## src/rtl/doa_pair_scheduler_pkg.sv

```systemverilog
// Shared constants and FSM encoding for the DOA pair scheduler and its interface.
package doa_pair_scheduler_pkg;

    localparam int DOA_NUM_PAIR  = 4;
    localparam int DOA_DW        = 64;
    localparam int DOA_FRAME_LEN = 4096;
    localparam int DOA_TIMEOUT   = 256;
    localparam int RES_W         = 6;

    typedef enum logic [2:0] {
        ST_IDLE,
        ST_SEL,
        ST_STREAM,
        ST_WAIT,
        ST_STORE,
        ST_NEXT,
        ST_DONE
    } state_t;

endpackage

```

## src/rtl/doa_pair_scheduler_if.sv

```systemverilog
// Stream-in and compare-datapath handshake bundle; master is the scheduler side.
interface doa_pair_scheduler_if #(
    parameter int NUM_PAIR = doa_pair_scheduler_pkg::DOA_NUM_PAIR,
    parameter int DW       = doa_pair_scheduler_pkg::DOA_DW
);
    import doa_pair_scheduler_pkg::*;

    logic [NUM_PAIR*2*DW-1:0] s_tdata;
    logic [NUM_PAIR*2-1:0]    s_tvalid;
    logic [NUM_PAIR*2-1:0]    s_tready;
    logic [DW-1:0]            m00_tdata;
    logic                     m00_tvalid;
    logic [DW-1:0]            m01_tdata;
    logic                     m01_tvalid;
    logic                     cmp_done;
    logic [RES_W-1:0]         cmp_result;
    logic                     cmp_ack;

    modport master (
        input  s_tdata, s_tvalid, cmp_done, cmp_result,
        output s_tready, m00_tdata, m00_tvalid, m01_tdata, m01_tvalid, cmp_ack
    );

    modport slave (
        output s_tdata, s_tvalid, cmp_done, cmp_result,
        input  s_tready, m00_tdata, m00_tvalid, m01_tdata, m01_tvalid, cmp_ack
    );

endinterface

```

## src/rtl/doa_pair_scheduler_rr_pick.sv

```systemverilog
// Round-robin pick: first set mask bit at or after ptr, wrapping over NUM_PAIR.
module doa_pair_scheduler_rr_pick #(
    parameter int NUM_PAIR = 4,
    parameter int PW       = 2
) (
    input  logic [NUM_PAIR-1:0] mask,
    input  logic [PW-1:0]       ptr,
    output logic [PW-1:0]       pick,
    output logic                found
);

    logic [PW:0] idx;

    always_comb begin
        pick  = ptr;
        found = 1'b0;
        idx   = '0;
        for (int i = 0; i < NUM_PAIR; i++) begin
            idx = {1'b0, ptr} + (PW+1)'(i);
            if (idx >= (PW+1)'(NUM_PAIR)) begin
                idx = idx - (PW+1)'(NUM_PAIR);
            end
            if (!found && mask[idx[PW-1:0]]) begin
                pick  = idx[PW-1:0];
                found = 1'b1;
            end
        end
    end

endmodule

```

## src/rtl/doa_pair_scheduler.sv

```systemverilog
// Time-shares one peak-lag compare datapath across NUM_PAIR stream pairs, one frame per pair,
// banking each 6-bit lag result and raising an IRQ per sweep.
module doa_pair_scheduler
    import doa_pair_scheduler_pkg::*;
#(
    parameter int NUM_PAIR  = DOA_NUM_PAIR,
    parameter int DW        = DOA_DW,
    parameter int FRAME_LEN = DOA_FRAME_LEN,
    parameter int TIMEOUT   = DOA_TIMEOUT,
    parameter int PW        = $clog2(NUM_PAIR)
) (
    input  logic                      axis_aclk,
    input  logic                      axis_aresetn,
    input  logic                      ctrl_start,
    input  logic                      ctrl_continuous,
    input  logic [NUM_PAIR-1:0]       ctrl_pair_mask,
    doa_pair_scheduler_if.master      bus,
    output logic [NUM_PAIR*RES_W-1:0] res_bank,
    output logic [NUM_PAIR-1:0]       res_valid,
    output logic [NUM_PAIR-1:0]       res_err,
    output logic [PW-1:0]             cur_pair,
    output logic                      busy,
    output logic                      sweep_irq,
    input  logic                      sweep_irq_ack
);

    localparam int BW = $clog2(FRAME_LEN);
    localparam int TW = $clog2(TIMEOUT);

    state_t              state;
    logic [PW-1:0]       ptr;
    logic [PW-1:0]       pick;
    logic                pick_found;
    logic [NUM_PAIR-1:0] pending;
    logic [NUM_PAIR-1:0] pending_left;
    logic [NUM_PAIR-1:0] mask_lat;
    logic [BW-1:0]       beat_cnt;
    logic [TW-1:0]       to_cnt;
    logic [2*DW-1:0]     pair_data;
    logic                joint;
    logic [2*NUM_PAIR-1:0] ready_vec;
    logic [DW-1:0]       m00_data_q;
    logic [DW-1:0]       m01_data_q;
    logic                m_valid_q;
    logic                cmp_ack_q;

    doa_pair_scheduler_rr_pick #(
        .NUM_PAIR (NUM_PAIR),
        .PW       (PW)
    ) u_rr_pick (
        .mask  (pending),
        .ptr   (ptr),
        .pick  (pick),
        .found (pick_found)
    );

    // Join the a/b streams of the serviced pair; only that pair ever sees ready.
    always_comb begin
        pair_data = '0;
        joint     = 1'b0;
        ready_vec = '0;
        for (int p = 0; p < NUM_PAIR; p++) begin
            if (cur_pair == PW'(p)) begin
                pair_data = bus.s_tdata[p*2*DW +: 2*DW];
                joint     = bus.s_tvalid[2*p] && bus.s_tvalid[2*p+1];
                ready_vec[2*p +: 2] = {2{(state == ST_STREAM) && joint}};
            end
        end
        pending_left = pending & ~(NUM_PAIR'(1) << cur_pair);
    end

    assign bus.s_tready   = ready_vec;
    assign bus.m00_tdata  = m00_data_q;
    assign bus.m01_tdata  = m01_data_q;
    assign bus.m00_tvalid = m_valid_q;
    assign bus.m01_tvalid = m_valid_q;
    assign bus.cmp_ack    = cmp_ack_q;

    always_ff @(posedge axis_aclk or negedge axis_aresetn) begin
        if (!axis_aresetn) begin
            state      <= ST_IDLE;
            ptr        <= '0;
            pending    <= '0;
            mask_lat   <= '0;
            beat_cnt   <= '0;
            to_cnt     <= '0;
            m00_data_q <= '0;
            m01_data_q <= '0;
            m_valid_q  <= 1'b0;
            cmp_ack_q  <= 1'b0;
            res_bank   <= '0;
            res_valid  <= '0;
            res_err    <= '0;
            cur_pair   <= '0;
            busy       <= 1'b0;
            sweep_irq  <= 1'b0;
        end else begin
            cmp_ack_q <= 1'b0;
            m_valid_q <= 1'b0;
            // The DONE-state set below overrides this clear when both land together.
            if (sweep_irq_ack) begin
                sweep_irq <= 1'b0;
            end
            case (state)
                ST_IDLE: begin
                    if (ctrl_start && (ctrl_pair_mask != '0)) begin
                        mask_lat  <= ctrl_pair_mask;
                        pending   <= ctrl_pair_mask;
                        ptr       <= '0;
                        res_valid <= '0;
                        res_err   <= '0;
                        busy      <= 1'b1;
                        state     <= ST_SEL;
                    end
                end
                ST_SEL: begin
                    cur_pair <= pick;
                    beat_cnt <= '0;
                    state    <= pick_found ? ST_STREAM : ST_DONE;
                end
                ST_STREAM: begin
                    if (joint) begin
                        m_valid_q  <= 1'b1;
                        m00_data_q <= pair_data[DW-1:0];
                        m01_data_q <= pair_data[2*DW-1:DW];
                        if (beat_cnt == BW'(FRAME_LEN-1)) begin
                            to_cnt <= '0;
                            state  <= ST_WAIT;
                        end else begin
                            beat_cnt <= beat_cnt + BW'(1);
                        end
                    end
                end
                ST_WAIT: begin
                    if (bus.cmp_done) begin
                        state <= ST_STORE;
                    end else if (to_cnt == TW'(TIMEOUT-1)) begin
                        res_err[cur_pair] <= 1'b1;
                        state             <= ST_NEXT;
                    end else begin
                        to_cnt <= to_cnt + TW'(1);
                    end
                end
                ST_STORE: begin
                    for (int p = 0; p < NUM_PAIR; p++) begin
                        if (cur_pair == PW'(p)) begin
                            res_bank[p*RES_W +: RES_W] <= bus.cmp_result;
                        end
                    end
                    res_valid[cur_pair] <= 1'b1;
                    cmp_ack_q           <= 1'b1;
                    state               <= ST_NEXT;
                end
                ST_NEXT: begin
                    pending <= pending_left;
                    if (pending_left == '0) begin
                        state <= ST_DONE;
                    end else begin
                        ptr   <= (cur_pair == PW'(NUM_PAIR-1)) ? '0 : cur_pair + PW'(1);
                        state <= ST_SEL;
                    end
                end
                ST_DONE: begin
                    sweep_irq <= 1'b1;
                    if (ctrl_continuous) begin
                        pending   <= mask_lat;
                        res_valid <= '0;
                        res_err   <= '0;
                        state     <= ST_SEL;
                    end else begin
                        busy  <= 1'b0;
                        state <= ST_IDLE;
                    end
                end
                default: state <= ST_IDLE;
            endcase
        end
    end

endmodule

```

## src/flat_wrapper.sv

```systemverilog
// flat-port wrapper written by rule: the top's interface ports become plain ports
module doa_pair_scheduler_flat import doa_pair_scheduler_pkg::*;
#(
    parameter int NUM_PAIR  = DOA_NUM_PAIR,
    parameter int DW        = DOA_DW,
    parameter int FRAME_LEN = DOA_FRAME_LEN,
    parameter int TIMEOUT   = DOA_TIMEOUT,
    parameter int PW        = $clog2(NUM_PAIR)
)
  (axis_aclk, axis_aresetn, ctrl_start, ctrl_continuous, ctrl_pair_mask, res_bank, res_valid, res_err, cur_pair, busy, sweep_irq, sweep_irq_ack, bus_s_tdata, bus_s_tvalid, bus_cmp_done, bus_cmp_result, bus_s_tready, bus_m00_tdata, bus_m00_tvalid, bus_m01_tdata, bus_m01_tvalid, bus_cmp_ack);
  doa_pair_scheduler_if #(.NUM_PAIR(NUM_PAIR), .DW(DW)) bus_i ();
  input  logic axis_aclk;
  input  logic axis_aresetn;
  input  logic ctrl_start;
  input  logic ctrl_continuous;
  input  logic [NUM_PAIR-1:0] ctrl_pair_mask;
  output logic [NUM_PAIR*RES_W-1:0] res_bank;
  output logic [NUM_PAIR-1:0] res_valid;
  output logic [NUM_PAIR-1:0] res_err;
  output logic [PW-1:0] cur_pair;
  output logic busy;
  output logic sweep_irq;
  input  logic sweep_irq_ack;
  input wire logic [$bits(bus_i.s_tdata)-1:0] bus_s_tdata;
  input wire logic [$bits(bus_i.s_tvalid)-1:0] bus_s_tvalid;
  input wire logic [$bits(bus_i.cmp_done)-1:0] bus_cmp_done;
  input wire logic [$bits(bus_i.cmp_result)-1:0] bus_cmp_result;
  output wire logic [$bits(bus_i.s_tready)-1:0] bus_s_tready;
  output wire logic [$bits(bus_i.m00_tdata)-1:0] bus_m00_tdata;
  output wire logic [$bits(bus_i.m00_tvalid)-1:0] bus_m00_tvalid;
  output wire logic [$bits(bus_i.m01_tdata)-1:0] bus_m01_tdata;
  output wire logic [$bits(bus_i.m01_tvalid)-1:0] bus_m01_tvalid;
  output wire logic [$bits(bus_i.cmp_ack)-1:0] bus_cmp_ack;
  assign bus_i.s_tdata = bus_s_tdata;
  assign bus_i.s_tvalid = bus_s_tvalid;
  assign bus_i.cmp_done = bus_cmp_done;
  assign bus_i.cmp_result = bus_cmp_result;
  assign bus_s_tready = bus_i.s_tready;
  assign bus_m00_tdata = bus_i.m00_tdata;
  assign bus_m00_tvalid = bus_i.m00_tvalid;
  assign bus_m01_tdata = bus_i.m01_tdata;
  assign bus_m01_tvalid = bus_i.m01_tvalid;
  assign bus_cmp_ack = bus_i.cmp_ack;
  doa_pair_scheduler #(.NUM_PAIR(NUM_PAIR), .DW(DW), .FRAME_LEN(FRAME_LEN), .TIMEOUT(TIMEOUT), .PW(PW)) u_core (.axis_aclk(axis_aclk), .axis_aresetn(axis_aresetn), .ctrl_start(ctrl_start), .ctrl_continuous(ctrl_continuous), .ctrl_pair_mask(ctrl_pair_mask), .bus(bus_i), .res_bank(res_bank), .res_valid(res_valid), .res_err(res_err), .cur_pair(cur_pair), .busy(busy), .sweep_irq(sweep_irq), .sweep_irq_ack(sweep_irq_ack));
endmodule
```

## config.mk

```make
export PLATFORM = sky130hd
export DESIGN_NAME = doa_pair_scheduler_flat
export DESIGN_NICKNAME = d
export VERILOG_FILES = /design/src/rtl/doa_pair_scheduler_pkg.sv /design/src/rtl/doa_pair_scheduler_if.sv /design/src/rtl/doa_pair_scheduler_rr_pick.sv /design/src/rtl/doa_pair_scheduler.sv /design/src/flat_wrapper.sv
export SDC_FILE = /design/constraint.sdc
export NUM_CORES = 1
export LEC_CHECK = 0
export CAP_MARGIN = 20
export CORE_AREA = 3 3 274 276
export DETAILED_ROUTE_END_ITERATION = 16
export DIE_AREA = 0 0 277 279
export DONT_BUFFER_PORTS = 1
export GPL_TIMING_DRIVEN = 1
export PLACE_DENSITY = 0.3
export SETUP_SLACK_MARGIN = 0.2
export SLEW_MARGIN = 15
export SYNTH_ARGS = -nofsm -noshare
export SYNTH_HDL_FRONTEND = slang
export SYNTH_HIERARCHICAL = 1
export SYNTH_SLANG_ARGS = --single-unit
```

## constraint.sdc

```tcl
create_clock -name axis_aclk -period 2.35 [get_ports axis_aclk]
set_input_delay 0.47 -clock axis_aclk [delete_from_list [all_inputs] [get_ports axis_aclk]]
set_output_delay 0.47 -clock axis_aclk [all_outputs]
set_load 0.05 [all_outputs]
```

==> results.sh <==
export IMPL_status="finished with violations"
export IMPL_violations="negative hold slack"
export IMPL_cts_tree="done"
export IMPL_power_total_mw=24.1
export IMPL_clkSlewWorstSetupHoldPaths_ns=0.09
export IMPL_cp_start_kind="flip-flop"
export IMPL_place_gp_congestion=0.902
export IMPL_rows=99
export IMPL_overflow=0
export IMPL_clock_sinks=199
export IMPL_hold_viol_final=199
export IMPL_p_leak_nw=6.55
export IMPL_final_cell_area_mm2=0.0160
export IMPL_crit_path_max_incr_delay_ns=0.44
export IMPL_dp_cells=2514
export IMPL_synth_cells=1617
export IMPL_htreeDepth=4
export IMPL_final_cells=2581
export IMPL_die_area_mm2=0.0773
export IMPL_syn_area_mm2=0.0122
export IMPL_synth_top_cell_by_area="dfrtp_1"
export IMPL_power_density_mw_per_mm2=1510
export IMPL_drv_slew=0
export IMPL_totalWireLength_um=60000
export IMPL_antenna_found_initial=4
export IMPL_first_pass_iters=5
export IMPL_multiInputGateArea_mm2=0.00713
export IMPL_area_growth_pct=30.7
export IMPL_rsz0062_at_grt="true"
export IMPL_ant_nets=0
export IMPL_n_antenna_cell=0
export IMPL_dieHeight_um=279
export IMPL_register_area_mm2=0.00498
export IMPL_syn_nets=2159
export IMPL_pin_count=711
export IMPL_synth_area_per_cell_um2=7.55
export IMPL_worst_r2r_path_depth=9
export IMPL_finClkSkew_ns=0.0177
export IMPL_yosysSeqAreaShare=0.408
export IMPL_synth_area_top_cells="dfrtp_1, a21oi_1, a221oi_1, nor2_1, o21ai_0"
export IMPL_drive_gt1_frac=0.217
export IMPL_cp_startpoint="u_core/cur_pair[0]"
export IMPL_vdd_drop_max_v=0.000518
export IMPL_coreArea_mm2=0.0728
export IMPL_synth_most_common_cell="nor2_1"
export IMPL_worstReg2RegEnd="u_core/beat_cnt[8]"
export IMPL_hold_class="in -> async"
export IMPL_fillers=8122
export IMPL_crit_slowest_cell="dfrtp_2"
export IMPL_timing_hold_ws_ns=-0.329
export IMPL_period_needed_ns=2.26
export IMPL_drt_iter0_drc=705
export IMPL_critPathRequiredTime_ns=2.71
export IMPL_grt_max_degree=200
export IMPL_worst_pin_slew_ns=0.699
export IMPL_synth_top_cell_area_share=0.408
export IMPL_rr_startpoint="u_core/cur_pair[0]"
export IMPL_fin_nets=2151
export IMPL_clockRootBuffer="clkbuf_16"
export IMPL_cts_buffers=17
export IMPL_path_depth=9
export IMPL_synth_seq_cells=199
export IMPL_end_kind="flip-flop"
export IMPL_fmax_ghz=0.442
export IMPL_grt_usage=0.143
export IMPL_crit_buf_inv=3
export IMPL_grt_pass1_vias=12038
export IMPL_dpl_cell_area_mm2=0.0139
export IMPL_crit_type="reg -> reg"
export IMPL_dp_hpwl_um=44600
export IMPL_vias_per_cell=4.69
export IMPL_period_share=0.963
export IMPL_drc=0
export IMPL_routedWlPerCell_um=23.2
export IMPL_crit_chain="buf_12, ha_4, nand4b_4, a211oi_4, o21bai_4, buf_12, buf_6, o311ai_4, o41ai_4"
export IMPL_maxCapViolCount=0
export IMPL_initial_utilization=0.168
export IMPL_synth_edf_count=0
export IMPL_die_w_um=277
export IMPL_cp_arrival_ns=2.62
export IMPL_crit_family="compound AO/OA/AOI/OAI gates"
export IMPL_relSlewSlack=0.529
export IMPL_cp_max_fo=11
export IMPL_clkLatencyLatePin_ns=0.49
export IMPL_crit_path_frequent_cell="buf_12"
export IMPL_rrSetupSlack_ns=0.09
export IMPL_vias=12108
export IMPL_synth_distinct_cells=57
export IMPL_cts_buffer_depth=2
export IMPL_ys_flop_type="dfrtp_1"
export IMPL_yosys_top_cells_count="nor2_1, a21oi_1, dfrtp_1, nand2_1, o21ai_0"
export IMPL_critPathCapture="u_core/beat_cnt[8]"
export IMPL_synth_async_sr_flop_share=1.00
export IMPL_io_buffers=0
export IMPL_setup_violations=0
export IMPL_ys_warn_count=6
export IMPL_grt_pass1_wl_um=82900
-- worst min-delay path by stage --
stage / from / end / slack [ns]
3_5_place_dp: axis_aresetn / u_core/bus.m00_tvalid / 0.18
2_1_floorplan: axis_aresetn / u_core/beat_cnt[0] / 0.17
5_1_grt: axis_aresetn / u_core/bus.m01_tdata[51] / -0.39
4_1_cts: axis_aresetn / u_core/bus.m01_tdata[51] / -0.39
3_3_place_gp: axis_aresetn / u_core/bus.m00_tvalid / 0.18
6_report: axis_aresetn / u_core/bus.m00_tvalid / -0.33
-- layer usage --
layer	vias to the layer above	GRT usage	part of all wire
met5	-	0	0.00020
met4	2	0.0395	0.023
met3	63	0.0482	0.080
met2	575	0.252	0.50
met1	5851	0.164	0.39
li1	5617	-	-
-- layout by cell type (no fill, tap or decap), types with 5 or more instances in the layout --
master / instances
o21ai_0: 140
clkbuf_16: 20
nor2_2: 31
a21oi_1: 264
buf_6: 6
nand3_1: 11
nor2_1: 214
clkinv_8: 5
nor3_1: 8
dfrtp_1: 195
a21o_1: 5
mux2_2: 31
nor2b_1: 6
nand4_1: 5
buf_8: 6
nand2b_1: 9
nand2_1: 165
buf_12: 26
a221oi_4: 7
and3_1: 6
o21ai_1: 7
inv_1: 134
nor2_4: 27
buf_4: 72
a221oi_1: 56
mux2i_1: 5
a221oi_2: 66
-- metrics by stage --
step           hold WS, ns  setup WS [ns]  TNS (ns)  utilization
2_1_floorplan        0.174         0.0673         0            -
3_3_place_gp         0.181         -0.207    -0.223        0.190
3_5_place_dp         0.182         -0.163    -0.163        0.190
4_1_cts             -0.392         0.0699         0        0.206
5_1_grt             -0.389       -0.00226  -0.00226        0.219
6_report            -0.329         0.0866         0        0.219
-- area by class of cell --
cell class,count,area share
Multi-Input combinational cell,1133,0.447
Sequential cell,199,0.312
Timing Repair Buffer,119,0.0921
Tap cell,959,0.0752
Inverter,139,0.0341
Clock buffer,17,0.0267
Clock inverter,15,0.0126
-- cell families after synthesis --
kind of cell / after synthesis / share of synthesized area
buffers and inverters: 285 / 0.0917
AND/OR/NAND/NOR: 510 / 0.173
multiplexers: 36 / 0.0327
flip-flops: 199 / 0.408
AO/OA/AOI/OAI: 581 / 0.288
adder cells (fa/ha/maj): 6 / 0.00615
-- repair_timing --
| action | 4_1_cts | 5_1_grt |
|---|---|---|
| endpoints found under the setup margin | 146 | 158 |
| hold endpoints to repair | 199 | 199 |
| cloned | 3 | 4 |
| buffers inserted | 18 | 10 |
| resized for setup | 47 | 173 |
| pin swaps | 9 | 45 |
-- power by group --
group,internal [mW],switching (mW),total (mW)
Sequential,4.87,6.65,11.5
Clock,1.56,1.69,3.25
Combinational,3.77,5.59,9.36
-- flip-flops by register name (all words and copies together) (netlist names), 2 cells and up --
name,count
u_core/res_valid,4
u_core/res_bank,24
u_core/bus.m01_tdata,64
u_core/ptr,2
u_core/state,3
u_core/to_cnt,8
u_core/mask_lat,4
u_core/bus.m00_tdata,64
u_core/cur_pair,2
u_core/res_err,4
u_core/pending,4
u_core/beat_cnt,12
No activity file was read; power rests on OpenSTA's default activity.
